**config.mk**
```make
export PLATFORM = sky130hd
export DESIGN_NAME = trng_collector
export DESIGN_NICKNAME = d
export VERILOG_FILES = /design/src/rtl/trng_collector.sv
export SDC_FILE = /design/constraint.sdc
export NUM_CORES = 1
export LEC_CHECK = 0
export BUFFER_PORTS_ARGS = -buffer_cell sky130_fd_sc_hd__buf_2
export CAP_MARGIN = 20
export CORE_ASPECT_RATIO = 0.8
export CORE_UTILIZATION = 40
export CTS_CLUSTER_DIAMETER = 60
export DETAILED_ROUTE_END_ITERATION = 8
export GPL_ROUTABILITY_DRIVEN = 1
export HOLD_SLACK_MARGIN = 0.12
export PLACE_DENSITY = 0.57
export SLEW_MARGIN = 25
export SYNTH_ARGS = -nofsm -noshare
export SYNTH_HDL_FRONTEND = slang
export SYNTH_SLANG_ARGS = --single-unit
```
**constraint.sdc**
```tcl
create_clock -name clk -period 4.1 [get_ports clk]
set_clock_uncertainty 0.05 [all_clocks]
set_input_delay 0.41 -clock clk [delete_from_list [all_inputs] [get_ports clk]]
set_output_delay 0.41 -clock clk [all_outputs]
set_load 0.05 [all_outputs]
```
**src/rtl/trng_collector.sv**
```systemverilog
// Serial TRNG bit collector: warm-up discard, repetition-count and adaptive-proportion
// health tests, LSB-first word packing into a one-entry output buffer, sticky alarm/overflow.
module trng_collector #(
    parameter int unsigned WIDTH       = 32,
    parameter int unsigned WARMUP_BITS = 64,
    parameter int unsigned RCT_CUTOFF  = 21,
    parameter int unsigned APT_WINDOW  = 1024,
    parameter int unsigned APT_CUTOFF  = 589
) (
    input  logic             clk,
    input  logic             rst,
    input  logic             i_valid,
    input  logic             i_bit,
    input  logic             i_clear,
    output logic [WIDTH-1:0] o_data,
    output logic             o_data_valid,
    input  logic             i_data_ready,
    output logic             o_alarm,
    output logic             o_overflow
);

    localparam int unsigned WARM_W = $clog2(WARMUP_BITS + 1);
    localparam int unsigned PACK_W = $clog2(WIDTH + 1);
    localparam int unsigned RCT_W  = $clog2(RCT_CUTOFF + 1);
    localparam int unsigned APTC_W = $clog2(APT_CUTOFF + 1);
    localparam int unsigned APTI_W = $clog2(APT_WINDOW + 1);

    localparam logic [WARM_W-1:0] WARM_LAST = WARM_W'(WARMUP_BITS - 1);
    localparam logic [WARM_W-1:0] WARM_DONE = WARM_W'(WARMUP_BITS);
    localparam logic [PACK_W-1:0] PACK_LAST = PACK_W'(WIDTH - 1);
    localparam logic [PACK_W-1:0] PACK_FULL = PACK_W'(WIDTH);
    localparam logic [RCT_W-1:0]  RCT_MAX   = RCT_W'(RCT_CUTOFF);
    localparam logic [APTC_W-1:0] APTC_MAX  = APTC_W'(APT_CUTOFF);
    localparam logic [APTI_W-1:0] APT_LAST  = APTI_W'(APT_WINDOW - 1);

    typedef enum logic [1:0] {
        ST_WARMUP = 2'd0,
        ST_RUN    = 2'd1,
        ST_ALARM  = 2'd2
    } state_e;

    state_e              state_q, state_d;
    logic [WARM_W-1:0]   warm_q, warm_d;
    logic [WIDTH-1:0]    pack_q, pack_d;
    logic [PACK_W-1:0]   pack_cnt_q, pack_cnt_d;
    logic [WIDTH-1:0]    buf_q, buf_d;
    logic                buf_vld_q, buf_vld_d;
    logic [RCT_W-1:0]    rct_q, rct_d;
    logic                prev_q, prev_d;
    logic [APTC_W-1:0]   apt_cnt_q, apt_cnt_d;
    logic [APTI_W-1:0]   apt_idx_q, apt_idx_d;
    logic                apt_ref_q, apt_ref_d;
    logic                alarm_q, alarm_d;
    logic                ovf_q, ovf_d;

    logic [RCT_W-1:0]    rct_new;
    logic [APTC_W-1:0]   apt_cnt_new;
    logic [APTI_W-1:0]   apt_idx_new;
    logic                apt_ref_new;
    logic                bit_ok;
    logic                fail;
    logic                pop;
    logic                can_load;
    logic [WIDTH-1:0]    shifted;

    // Candidate health-test counter values if the current bit is accepted
    always_comb begin
        rct_new     = RCT_W'(1);
        apt_ref_new = apt_ref_q;
        apt_cnt_new = apt_cnt_q;
        apt_idx_new = apt_idx_q + APTI_W'(1);
        if (rct_q != '0 && i_bit == prev_q) begin
            rct_new = (rct_q == RCT_MAX) ? rct_q : rct_q + RCT_W'(1);
        end
        if (apt_idx_q == '0) begin
            apt_ref_new = i_bit;
            apt_cnt_new = APTC_W'(1);
        end else if (i_bit == apt_ref_q && apt_cnt_q != APTC_MAX) begin
            apt_cnt_new = apt_cnt_q + APTC_W'(1);
        end
        if (apt_idx_q == APT_LAST) begin
            apt_idx_new = '0;
        end
    end

    assign bit_ok   = i_valid && (state_q != ST_ALARM);
    assign fail     = bit_ok && ((rct_new >= RCT_MAX) || (apt_cnt_new >= APTC_MAX));
    assign pop      = buf_vld_q && i_data_ready;
    assign can_load = !buf_vld_q || pop;
    assign shifted  = {i_bit, pack_q[WIDTH-1:1]};

    // Next-state and datapath; clear beats failure, failure beats normal operation
    always_comb begin
        state_d    = state_q;
        warm_d     = warm_q;
        pack_d     = pack_q;
        pack_cnt_d = pack_cnt_q;
        buf_d      = buf_q;
        buf_vld_d  = buf_vld_q;
        rct_d      = rct_q;
        prev_d     = prev_q;
        apt_cnt_d  = apt_cnt_q;
        apt_idx_d  = apt_idx_q;
        apt_ref_d  = apt_ref_q;
        alarm_d    = alarm_q;
        ovf_d      = ovf_q;

        if (i_clear) begin
            state_d    = ST_WARMUP;
            warm_d     = '0;
            pack_d     = '0;
            pack_cnt_d = '0;
            buf_vld_d  = 1'b0;
            rct_d      = '0;
            prev_d     = 1'b0;
            apt_cnt_d  = '0;
            apt_idx_d  = '0;
            apt_ref_d  = 1'b0;
            alarm_d    = 1'b0;
            ovf_d      = 1'b0;
        end else if (fail) begin
            state_d    = ST_ALARM;
            alarm_d    = 1'b1;
            buf_d      = '0;
            buf_vld_d  = 1'b0;
            pack_d     = '0;
            pack_cnt_d = '0;
        end else begin
            if (bit_ok) begin
                rct_d     = rct_new;
                prev_d    = i_bit;
                apt_cnt_d = apt_cnt_new;
                apt_idx_d = apt_idx_new;
                apt_ref_d = apt_ref_new;
            end
            if (pop) begin
                buf_vld_d = 1'b0;
            end
            case (state_q)
                ST_WARMUP: begin
                    if (i_valid) begin
                        if (warm_q == WARM_LAST) begin
                            warm_d  = WARM_DONE;
                            state_d = ST_RUN;
                        end else begin
                            warm_d = warm_q + WARM_W'(1);
                        end
                    end
                end
                ST_RUN: begin
                    if (pack_cnt_q == PACK_FULL) begin
                        // Stalled full word drains as soon as the buffer frees up
                        if (can_load) begin
                            buf_d      = pack_q;
                            buf_vld_d  = 1'b1;
                            pack_cnt_d = i_valid ? PACK_W'(1) : '0;
                            if (i_valid) begin
                                pack_d = shifted;
                            end
                        end else if (i_valid) begin
                            ovf_d = 1'b1;
                        end
                    end else if (i_valid) begin
                        pack_d = shifted;
                        if (pack_cnt_q == PACK_LAST) begin
                            if (can_load) begin
                                buf_d      = shifted;
                                buf_vld_d  = 1'b1;
                                pack_cnt_d = '0;
                            end else begin
                                pack_cnt_d = PACK_FULL;
                            end
                        end else begin
                            pack_cnt_d = pack_cnt_q + PACK_W'(1);
                        end
                    end
                end
                default: begin
                end
            endcase
        end
    end

    always_ff @(posedge clk or negedge rst) begin
        if (!rst) begin
            state_q    <= ST_WARMUP;
            warm_q     <= '0;
            pack_q     <= '0;
            pack_cnt_q <= '0;
            buf_q      <= '0;
            buf_vld_q  <= 1'b0;
            rct_q      <= '0;
            prev_q     <= 1'b0;
            apt_cnt_q  <= '0;
            apt_idx_q  <= '0;
            apt_ref_q  <= 1'b0;
            alarm_q    <= 1'b0;
            ovf_q      <= 1'b0;
        end else begin
            state_q    <= state_d;
            warm_q     <= warm_d;
            pack_q     <= pack_d;
            pack_cnt_q <= pack_cnt_d;
            buf_q      <= buf_d;
            buf_vld_q  <= buf_vld_d;
            rct_q      <= rct_d;
            prev_q     <= prev_d;
            apt_cnt_q  <= apt_cnt_d;
            apt_idx_q  <= apt_idx_d;
            apt_ref_q  <= apt_ref_d;
            alarm_q    <= alarm_d;
            ovf_q      <= ovf_d;
        end
    end

    assign o_data       = buf_q;
    assign o_data_valid = buf_vld_q;
    assign o_alarm      = alarm_q;
    assign o_overflow   = ovf_q;

endmodule

```
Word-level counts from Yosys, hierarchy flattened
Index checks and enable logic that the tools add are counted.

Bits in registers: 110. Output and inout port bits: 35. Word-level logic and storage cells: 139.

Add/subtract/negate cells: 5. Order comparisons: 2. Eq/ne operators: 15. Multiplexer cells: 69. Bitwise operators: 1. Reductions and logical operators: 34.

Operators by type and width (count): 2-to-1 mux 32 bit (13); 2-to-1 mux 10 bit (5); 2-to-1 mux 6 bit (8); 2-to-1 mux 11 bit (4); 2-to-1 mux 7 bit (5); 2-to-1 mux 5 bit (5); 2-to-1 mux 1 bit (24); nonzero test 3 bit (6); nonzero test 2 bit (8); AND reduction 3 bit (4); adder 11 x 1 -> 11 bit, second input constant (1); == test 11 x 10 -> 1 bit, second input constant (1); logical NOT 11 bit (1); adder 10 x 1 -> 10 bit, second input constant (1); greater-or-equal comparator 10 bit, second input constant (1); 2-to-1 mux 2 bit (5); inequality test 10 bit, second input constant (1); adder 7 x 1 -> 7 bit, second input constant (1); == test 7 x 6 -> 1 bit, second input constant (1); adder 6 x 1 -> 6 bit, second input constant (1); == test 6 x 5 -> 1 bit, second input constant (1); == test 6 bit, second input constant (1); inequality test 2 bit, second input constant (3); inequality test 3 bit, second input constant (2); other kinds (16) (23).

Depth between registers and ports, before layout
Gate-level depths: netlist of run 1.

Depth after elaboration: 9. Mapped depth: 12. Gate-level depth less buffers: 9.

Least setup slack after synthesis of run 1
No wires, ideal clock.

Path type: register to register. From: register rct_q[0]. To: register pack_q[10]. Setup time: 0.121 ns. Arrival: 2.581 ns. Data required time: 3.929 ns. Slack: 1.348 ns. Cell stages (with the launch flop): 11. Buffers on the path: 1. Clock period less this slack: 2.752 ns. Cell sequence: dfrtp_1 -> inv_1 -> ha_1 -> nand2b_1 -> a41oi_1 -> o22ai_1 -> a2111oi_0 -> nor2_1 -> a32o_1 -> buf_2 -> a22o_1.

Longest elaborated chain between the ends: 8.

RTL lines: start, declared (line 48) `logic [RCT_W-1:0] rct_q, rct_d;`; start signal, assigned (line 206) `rct_q <= rct_d;`; adder 5 x 1 -> 5 bit (tied with other cells) (line 73) `rct_new = (rct_q == RCT_MAX) ? rct_q : rct_q + RCT_W'(1);`; 2-to-1 mux 5 bit or logical AND 1 bit (tied branches) (line 73, 72); 2-to-1 mux 5 bit (*) (line 72) `if (rct_q != '0 && i_bit == prev_q) begin`; greater-or-equal comparator 5 bit (*) (line 87) `assign fail = bit_ok && ((rct_new >= RCT_MAX) || (apt_cnt_new >= APTC_MAX));`; logical OR 1 bit (*) (line 87); logical AND 1 bit (*) (line 87); inequality test 4 bit (no source line) (tied with other cells); AND reduction 2 bit (no source line) or 2-to-1 mux 32 bit (tied branches); end signal, assigned (line 202) `pack_q <= pack_d;`; end, declared (line 44) `logic [WIDTH-1:0] pack_q, pack_d;`.

Mark *: on every way between the ends. The rest lies on a longest branch, timed or not. A chain may end at the register's enable or synchronous reset.

Final worst setup path of run 1
From: register apt_idx_q[0]. To: register apt_cnt_q[0].

Longest elaborated chain between the ends: 7.

RTL lines: start, declared (line 51) `logic [APTI_W-1:0] apt_idx_q, apt_idx_d;`; start signal, assigned (line 209) `apt_idx_q <= apt_idx_d;`; logical NOT 11 bit (*) (line 75) `if (apt_idx_q == '0) begin`; 2-to-1 mux 10 bit (*) (line 75); greater-or-equal comparator 10 bit (line 87); logical OR 1 bit (line 87); logical AND 1 bit (line 87); inequality test 2 bit (no source line); AND reduction 2 bit (no source line); end signal, assigned (line 208) `apt_cnt_q <= apt_cnt_d;`; end, declared (line 50) `logic [APTC_W-1:0] apt_cnt_q, apt_cnt_d;`.

Mark *: on every way between the ends. The rest lies on a longest branch, timed or not. The select of a mux whose other input is x is not followed.

==> run metrics, run 1 <==
run status finished clean; normalized max-slew margin 59.18%; IO buf count 40; Switching Fraction 25.77%; largest family of logic cells by synthesized area compound AO/OA/AOI/OAI gates; count of nets left with antenna violations after detail routing 0; Sum Neg Setup Slack 0 ns; Pleak 0.002768 uW; Yosys warning total 0; CTS tree built; count leader, synth dfrtp_1; number of placed instances, taps included 773; fill cell instance count of the final layout 1313; cell family contributing the most delay on the critical path simple AND/OR/NAND/NOR gates; worst min-delay path category in -> reg; number of enable flip-flop cells after synthesis 0; peak supply drop roughly 0.00021 V; Synthesized Nets 595; vias after detailed routing 4695; number of max-slew violations in the final report 0; vias per inst slightly below 6; Sequential Power Share 52.2%; fin crit share 78.43%; antenna diode count 0; maximum number of pins on one net before global-route repair 50; count of mapped cells out of synthesis 579; worst hold slack 0.3800 ns; die height 109.6 um; final standard cell count with taps included and fillers excluded 790; endpoint class of the critical path flop; proportion of register bits with asynchronous set or reset after synthesis 100.0%; f_max a little over 0.3 GHz; top_reg_cell synth dfrtp_1; total power per unit cell area approximately 330 mW/mm^2; Top Ports approximately 40; final routed wirelength across all metal layers 13.68 mm; most frequent cells after synthesis dfrtp_1, inv_1, o22ai_1, mux2i_1, a22o_1; biggest area consumer among synthesized cells dfrtp_1; source of the worst register-to-register timing path apt_idx_q[0]; detailed-router iteration count before antenna repair 5; portion of total power attributed to the clock network 41.6%; post-CTS clock slew at the launch and capture registers of the worst setup and hold paths 0.08 ns; library cell contributing the largest single delay on the critical path or3_1; crit path to apt_cnt_q[0]; net load switching power between 500 and 600 uW; Arrival @ worst endpoint 3.40 ns; chip width 136.4 um; crit path launch type flop; count of standard-cell rows 38; area used by sequential logic in the layout 0.002753 sq mm; number of synthesized register bits 110; largest fanout on the critical path 40; worst path bufs/invs 1; Power Internal about 1600 uW; Comb power frac 6.2%; total global-route track usage 19.56%; Critical Path Start apt_idx_q[0]; Critical Setup Path Class reg -> reg; Synth-to-Final Area Change 11.79%; fraction of final layout cells with drive strength greater than 1 13.93%; unrepaired setup endpoints after global routing no; biggest cell delay along the critical path between 0.5 and 0.6 ns; number of distinct library cells after synthesis 62; deepest level of the CTS H-tree 3; placed wire-length estimate after detailed placement 9.037 mm; mapped cell area 0.005784 sq mm; Final nets 621; average detailed-routed wire length per instance 17.32 um; critical path depth 9; clock latency of the later-clocked register in the worst-skew pair 0.35 ns; overall overflow remaining after global route 0; Total Die Area 0.01495 sq mm; total clock buffers created by CTS 9; number of clock sinks 110; required time of the worst setup path 4.28 ns; Period minus WS final between 3 and 4 ns; Final setup viols 0; Core Region 0.01384 sq mm; hold violation count in the final report 0; Avg Inst Size Synth 9.990 sq um; Worst R2R Path Depth 9; antenna violations before repair 0; first-pass GRT wire length 22.84 mm; post-synthesis compound-gate area fraction 22.13%; actual transition at the worst max-transition pin 0.6123 ns; deepest clock path buffer count 2; area share of and/or/nand/nor cells after synthesis between 10 and 15%; final standard cell utilization of the core 46.74%; hold-critical path depth 3; portion of netlist area occupied by mux cells 6.295%; Register-to-Register Setup Slack 0.88 ns; Crit Reg-Reg Endpoint apt_cnt_q[0]; routability congestion estimate 0.8315; CTS root buffer clkbuf_16; area share of the largest cell type after synthesis 47.59%; cells taking the most area after synthesis dfrtp_1, mux2i_1, a22o_1; via count of the first global-routing pass between 4k and 5k; Max Cap Viol 0; drt first-iter violations 348; share of the synthesized netlist area taken by xor and xnor gates 0.7571%; Starting Density 41.81%; count of unresolved DRC violations after routing 0; adder and majority cell fraction of the synthesized area 2.163%; portion of the post-synthesis area used by sequential elements a little under half; Cell Chain, Critical Path inv_1 -> ha_1 -> or4b_1 -> nor4_4 -> a211oi_1 -> and2_1 -> and4_4 -> or3_1 -> o311a_1; Multi-input gate area 0.002693 sq mm
[worst min-delay path, delay by kind of cell]
family / cells / cell delay (ns)
AOI/OAI and AO/OA: 1 / 0.06
buffers and inverters: 1 / 0.17
and+or+nand+nor: 1 / 0.10
[power groups by stage]
stage	combinational (uW)	clock, uW	sequential [uW]
after floorplan	80.7	0	1120
after global placement	129	0	1120
after detailed placement	131	0	1120
after CTS	132	898	1100
after global routing	146	939	1100
final	131	874	1100
[layout make-up]
type | count | area share [%]
Clock buffer | 9 | 3.483
Inverter | 45 | 2.612
Clock inverter | 7 | 1.180
Multi-Input combinational cell | 383 | 41.64
Timing Repair Buffer | 56 | 5.031
Tap cell | 180 | 3.483
Sequential cell | 110 | 42.57
[registers in the layout (all words and copies together) (netlist names)]
| signal | count |
|---|---|
| apt_cnt_q | 10 |
| apt_idx_q | 11 |
| apt_ref_q | 1 |
| o_alarm | 1 |
| o_data | 32 |
| o_data_valid | 1 |
| o_overflow | 1 |
| pack_cnt_q | 6 |
| pack_q | 32 |
| prev_q | 1 |
| rct_q | 5 |
| state_q | 2 |
| warm_q | 7 |
[cells in the final DEF, fill, tap and decap left out, types with 4 or more instances in the layout]
| cell type | n |
|---|---|
| nand2_1 | 24 |
| nand4_1 | 7 |
| o311ai_0 | 6 |
| a22o_1 | 32 |
| clkbuf_16 | 9 |
| and3_1 | 9 |
| mux2i_1 | 33 |
| nor2_1 | 28 |
| buf_4 | 16 |
| or4_1 | 11 |
| o22ai_1 | 35 |
| nor3_1 | 16 |
| inv_1 | 45 |
| ha_1 | 10 |
| dfrtp_1 | 110 |
| a211oi_1 | 6 |
| o31ai_1 | 10 |
| buf_2 | 39 |
| a21oi_1 | 29 |
| nand3_1 | 23 |
| nor2b_1 | 7 |
| or3_1 | 4 |
| o21a_1 | 4 |
| o311a_1 | 4 |
| a31oi_1 | 8 |
| o41ai_1 | 6 |
| o21ai_0 | 14 |
[routing by layer]
metal | part of all wire [%] | global-route usage, % | up-vias
li1 | - | - | 2240
met1 | 51 | 28.95 | 2347
met2 | 44 | 29.19 | 98
met3 | 4.1 | 3.642 | 10
met4 | 0.90 | 5.000 | 0
met5 | 0 | 0 | -
[per-stage QoR]
stage	power [uW]	area, sq um	setup WS (ns)
floorplan	1199	5784	1.348
global placement	1248	6155	0.9670
detailed placement	1251	6155	0.8810
CTS	2128	6466	0.9068
global route	2184	6466	0.7181
finish	2103	6466	0.8842
[worst min path at each step]
stage                   endpoint   from  slack (ns)
floorplan           apt_cnt_q[0]    rst        0.06
global placement    apt_idx_q[9]    rst        0.40
detailed placement  apt_idx_q[9]    rst        0.41
CTS                       prev_q  i_bit        0.36
global route              prev_q  i_bit        0.38
finish                    prev_q  i_bit        0.38
[repair_timing]
action / in CTS / in global routing
gates resized for setup: 0 / 0
setup buffers: 0 / 0
hold buffers: 1 / 0
endpoints found under the hold margin: 41 / 0
[logic make-up (layout without fill, tap and decap cells)]
family	Yosys count	in the layout
AND/OR/NAND/NOR	153	153
flip-flops	110	110
adder cells (fa/ha/maj)	10	10
buffers and inverters	86	117
AO/OA/AOI/OAI	179	179
XOR/XNOR	5	5
multiplexers	36	36
(Power assumes the default switching activity.)
==> run 2, diff against run 1 <==
--- a/config.mk
+++ b/config.mk
@@ -13,7 +13,7 @@
 export DETAILED_ROUTE_END_ITERATION = 8
 export GPL_ROUTABILITY_DRIVEN = 1
 export HOLD_SLACK_MARGIN = 0.12
-export PLACE_DENSITY = 0.57
+export PLACE_DENSITY = 0.59
 export SLEW_MARGIN = 25
 export SYNTH_ARGS = -nofsm -noshare
 export SYNTH_HDL_FRONTEND = slang
==> constraint.sdc (replaced) <==
create_clock -name clk -period 2.7 [get_ports clk]
set_clock_uncertainty 0.05 [all_clocks]
set_input_delay 0.27 -clock clk [delete_from_list [all_inputs] [get_ports clk]]
set_output_delay 0.27 -clock clk [all_outputs]
set_load 0.05 [all_outputs]
==> run 2 against run 1 <==
  * Die area unchanged
  * Critical endpoint is now o_data[24]
  * Total power increased by 58%
  * Via count increased by 10%
  * Largest power group unchanged
  * The flow now finishes with violations (negative setup slack)
  * Setup slack got worse by 0.96 ns
  * Count of clock-buffer cells in the layout up 2
  * Combinational power rose by 130%
  * Clock power grew 54%
==> run metrics, run 2 (synthesis results as in run 1) <==
run status finished with violations; violations in the final reports negative setup slack; die height between 100 and 150 um; overall overflow remaining after global route 0; fin crit share 102.8%; deepest level of the CTS H-tree 3; unrepaired setup endpoints after global routing yes; CTS root buffer clkbuf_16; vias per inst 5.901; start point of the worst min-delay path i_clear; final routed wirelength across all metal layers 16.25 mm; average detailed-routed wire length per instance 18.48 um; Pleak 0.003459 uW; antenna violations before repair 0; hold violation count in the final report 0; design area 0.007933 sq mm; count of unresolved DRC violations after routing 0; Critical Path Start apt_idx_q[1]; total clock buffers created by CTS 9; final worst setup slack -0.07562 ns; largest fanout on the critical path 8; fill cell instance count of the final layout 1111; f_max about 0.36 GHz; endpoint class of the critical path flop; Arrival @ worst endpoint 3.01 ns; number of clock sinks 110; Final setup viols 76; Period minus WS final 2.776 ns; fraction of final layout cells with drive strength greater than 1 between 30% and 40%; Starting Density between 40% and 50%; crit path launch type flop; Final nets 710; actual transition at the worst max-transition pin 0.7523 ns; Total Die Area roughly 0.015 sq mm; placed wire-length estimate after detailed placement a little under 10 mm; clock latency of the later-clocked register in the worst-skew pair 0.36 ns; maximum number of pins on one net before global-route repair 50; worst min-delay path category in -> reg; count of nets left with antenna violations after detail routing 0; commonest non-fill, non-tap cell in the layout dfrtp_1; placement-stage cell area between 0.006 and 0.007 sq mm; post-CTS clock slew at the launch and capture registers of the worst setup and hold paths approximately 0.070 ns; vias after detailed routing 5187; antenna diode count 0; peak supply drop 0.0003431 V; count of standard-cell rows 38; Synth-to-Final Area Change 37.14%; most frequent cells in the layout dfrtp_1, buf_4, inv_1; via count of the first global-routing pass 4713; normalized max-slew margin 49.31%; drt first-iter violations approximately 350; first-pass GRT wire length 24.41 mm; Sum Neg Setup Slack -3.566 ns; IO buf count 40; number of max-slew violations in the final report 0; Critical Setup Path Class reg -> reg; total global-route track usage 20.96%; source of the worst register-to-register timing path apt_idx_q[1]; deepest clock path buffer count 2; CTS tree built; routability congestion estimate 0.9059; detailed-router iteration count before antenna repair 4; Top Ports 41; total power per unit cell area between 400 and 500 mW/mm^2; Max Cap Viol 0; worst hold slack between 0.2 and 0.3 ns; required time of the worst setup path 2.93 ns; Core Region 0.01384 sq mm; chip width 136.4 um
run 2: final cells by class:
class	count	area (sq um)	share of cell area, %
Clock buffer	11	252.7	3.186
Timing Repair Buffer	145	1204	15.17
Multi-Input combinational cell	383	3276	41.29
Inverter	45	168.9	2.129
Clock inverter	5	50.05	0.6309
Tap cell	180	225.2	2.839
Sequential cell	110	2756	34.75
run 2: worst max-delay path, stage by stage, from the launching register on:
cell       delay [ns]
dfrtp_1          0.38
inv_1            0.06
ha_2             0.15
or4b_4           0.46
nor4_4           0.18
buf_4            0.17
a211oi_4         0.04
and2_4           0.17
buf_6            0.11
nand4_1          0.20
buf_6            0.16
a31oi_4          0.08
buf_12           0.16
clkbuf_16        0.18
o22ai_2          0.14
run 2: what timing repair did:
action                                  in CTS  in global routing
resized for setup                           28                101
setup buffers                                6                 16
hold buffers                                 1                  0
pin swaps                                   16                 24
endpoints found under the hold margin       46                  0
gates cloned                                 2                  3
endpoints found under the setup margin      90                104
run 2: layer usage:
layer / track usage, % / vias to the layer above / wire, um
li1: - / 2418 / -
met1: 29.98 / 2589 / 7693
met2: 32.34 / 153 / 7406
met3: 4.057 / 27 / 804
met4: 5.556 / 0 / 344
met5: 0 / - / 0
run 2: report_power, final:
part	switching, uW	total [uW]	internal [uW]	leakage, uW
combinational	178	302	124	0.00195
clock	650	1350	696	0.000146
sequential	9.78	1670	1660	0.00136
total	839	3310	2470	0.00346
run 2: path summary, 6_finish.rpt:
check | endpoint | depth (start not counted) | slack [ns]
hold reg to reg | o_alarm | 1 | 0.45
min in group asynchronous | apt_idx_q[10] | 2 | 0.45
max in group asynchronous | o_data_valid | 3 | 1.46
hold / removal | warm_q[4] | 2 | 0.26
setup reg to reg | o_data[24] | 14 | -0.08
setup / recovery | o_data[24] | 14 | -0.08
run 2: per-stage QoR:
stage | power (uW) | util, % | setup WS [ns] | instances
final | 3314 | 57.33 | -0.07562 | 879
after global routing | 3421 | 57.33 | -0.1749 | 879
after CTS | 3300 | 52.12 | -0.1119 | 861
after detailed placement | 1946 | 48.45 | -0.1620 | 836
after global placement | 1939 | 48.45 | -0.2900 | 836
after floorplan | 1820 | - | 0.01519 | 579
==> run 3, diff against run 2 <==
--- a/config.mk
+++ b/config.mk
@@ -9,6 +9,7 @@
 export CAP_MARGIN = 20
 export CORE_ASPECT_RATIO = 0.8
 export CORE_UTILIZATION = 40
+export CTS_BUF_LIST = sky130_fd_sc_hd__clkbuf_4
 export CTS_CLUSTER_DIAMETER = 60
 export DETAILED_ROUTE_END_ITERATION = 8
 export GPL_ROUTABILITY_DRIVEN = 1
==> run 3 against run 2 <==
  * The run still ends with negative setup slack left
  * Sequential power barely moved
  * Count of clock-buffer cells in the layout fell by 2
  * Critical path depth fell by 2
  * Final area fell by 5.5%
  * Non-clock buffer count fell by 3
  * Combinational power rose by 1%
  * Core utilization fell by 3.1 points
  * Cell count fell by 0.34%
  * Critical path type unchanged
==> run metrics, run 3 (synthesis results as in run 1) <==
hold-critical path depth 3; Comb power frac 11.1%; IO buf count 40; most frequent cells in the layout dfrtp_1, buf_4, inv_1; Switching Fraction 27.99%; number of placed instances, taps included between 800 and 900; Max Cap Viol 0; violations in the final reports negative setup slack; hold violation count in the final report 0; vias after detailed routing between 5k and 6k; antenna diode count 0; placement-stage cell area 0.006704 sq mm; fin crit share 105.0%; start point of the worst min-delay path i_valid; worst min-delay path category in -> reg; final routed wirelength across all metal layers 15.94 mm; count of unresolved DRC violations after routing 0; normalized max-slew margin 52.78%; Arrival @ worst endpoint between 3 and 4 ns; drt first-iter violations 365; commonest non-fill, non-tap cell in the layout dfrtp_1; Final nets 707; Synth-to-Final Area Change 29.61%; routability congestion estimate slightly above 0.9; total power per unit cell area 367.7 mW/mm^2; largest fanout on the critical path 8; CTS tree built; count of nets left with antenna violations after detail routing 0; fraction of final layout cells with drive strength greater than 1 roughly 33%; Period minus WS final about 2.8 ns; final standard cell count with taps included and fillers excluded a little under 900; post-CTS clock slew at the launch and capture registers of the worst setup and hold paths 0.17 ns; placed wire-length estimate after detailed placement roughly 10 mm; crit path launch type flop; vias per inst 5.817; Sequential Power Share 60.5%; detailed-router iteration count before antenna repair 5; Final setup viols 81; CTS root buffer clkbuf_4; total power of the final layout 2757 uW; net load switching power 771.7 uW; via count of the first global-routing pass slightly below 5k; Power Internal 1985 uW; deepest level of the CTS H-tree 3; run status finished with violations; actual transition at the worst max-transition pin about 0.7 ns; portion of total power attributed to the clock network 28.4%; Pleak 0.003276 uW; design area 0.007497 sq mm; Sum Neg Setup Slack -7.131 ns; count of standard-cell rows 38; Register-to-Register Setup Slack -0.14 ns; Core Region 0.01384 sq mm; maximum number of pins on one net before global-route repair 50; endpoint class of the critical path flop; total clock buffers created by CTS 9; deepest clock path buffer count 2; Starting Density 41.81%; number of max-slew violations in the final report 0; required time of the worst setup path ~3.0 ns; final worst setup slack -0.1357 ns; die height 109.6 um; peak supply drop 0.0002355 V; first-pass GRT wire length 24.73 mm; chip width 136.4 um; Crit Reg-Reg Endpoint o_data[7]; antenna violations before repair 0; Worst R2R Path Depth 12; f_max 0.3526 GHz; final standard cell utilization of the core between 50% and 60%; unrepaired setup endpoints after global routing yes; average detailed-routed wire length per instance 18.20 um; Critical Setup Path Class reg -> reg; overall overflow remaining after global route 0; Top Ports 41; clock latency of the later-clocked register in the worst-skew pair 0.49 ns; source of the worst register-to-register timing path apt_ref_q; number of clock sinks 110; Total Die Area between 0.01 and 0.015 sq mm; total global-route track usage 21.20%; endpoint with the worst hold slack state_q[0]
==> run 3: cell count changes in the layout (fill, tap and decap cells not counted), sizes merged <==
| cell | delta |
|---|---|
| clkinv | +2 |
| buf | -4 |
| clkbuf | -3 |
| dlygate4sd3 | +2 |
==> run 3: worst max-delay path, stage by stage (launching register included) <==
cell	delay (ns)
dfrtp_1	0.47
xor2_1	0.16
buf_4	0.17
nor3_1	0.32
o31ai_2	0.14
buf_4	0.16
o22ai_4	0.15
buf_4	0.13
nand4_1	0.16
buf_4	0.21
a31oi_4	0.27
clkbuf_16	0.24
o22ai_1	0.08
==> run 3: metal layers <==
layer / vias to the layer above / share of wire (%) / GRT usage, %
met5: - / 0 / 0
met4: 0 / 1.6 / 6.587
met3: 18 / 3.6 / 4.195
met2: 113 / 46 / 32.67
met1: 2535 / 49 / 29.93
li1: 2430 / - / -
==> run 3: cell type report <==
| cell class | count | area [sq um] |
|---|---|---|
| fillers | 1184 | 6339 |
| inverters | 45 | 168.9 |
| multi-input cells | 383 | 3083 |
| flip-flops and latches | 110 | 2756 |
| clock inverters | 7 | 57.56 |
| repair buffers | 142 | 1139 |
| clock buffers | 9 | 67.56 |
| well taps | 180 | 225.2 |
==> run 3: power by group through the flow <==
stage | registers [uW] | clock network (uW) | logic, uW
after CTS | 1670 | 814 | 270
after global routing | 1670 | 870 | 333
after floorplan | 1700 | 0 | 123
after global placement | 1700 | 0 | 242
final | 1670 | 782 | 306
after detailed placement | 1700 | 0 | 248
==> run 3: how the worst max path moves through the flow <==
stage	startpoint	endpoint	slack [ns]
2_1_floorplan	apt_idx_q[0]	apt_idx_q[6]	0.02
3_3_place_gp	i_bit	apt_idx_q[6]	-0.29
3_5_place_dp	apt_idx_q[1]	apt_cnt_q[5]	-0.16
4_1_cts	apt_idx_q[1]	warm_q[0]	-0.13
5_1_grt	apt_ref_q	o_data[4]	-0.21
6_report	apt_ref_q	o_data[7]	-0.14
==> run 3: timing repair <==
action,4_1_cts,5_1_grt
pin swaps,22,26
hold buffers,3,0
gates cloned,4,2
buffers inserted,11,6
gates resized for setup,39,51
endpoints found under the hold margin,54,0
endpoints found under the setup margin,90,106
==> run 3: through the flow <==
step	hold slack, ns	setup slack [ns]
2_1_floorplan	-0.07559	0.01519
3_3_place_gp	0.3003	-0.2900
3_5_place_dp	0.3156	-0.1620
4_1_cts	0.1282	-0.1277
5_1_grt	0.1629	-0.2082
6_report	0.1601	-0.1357
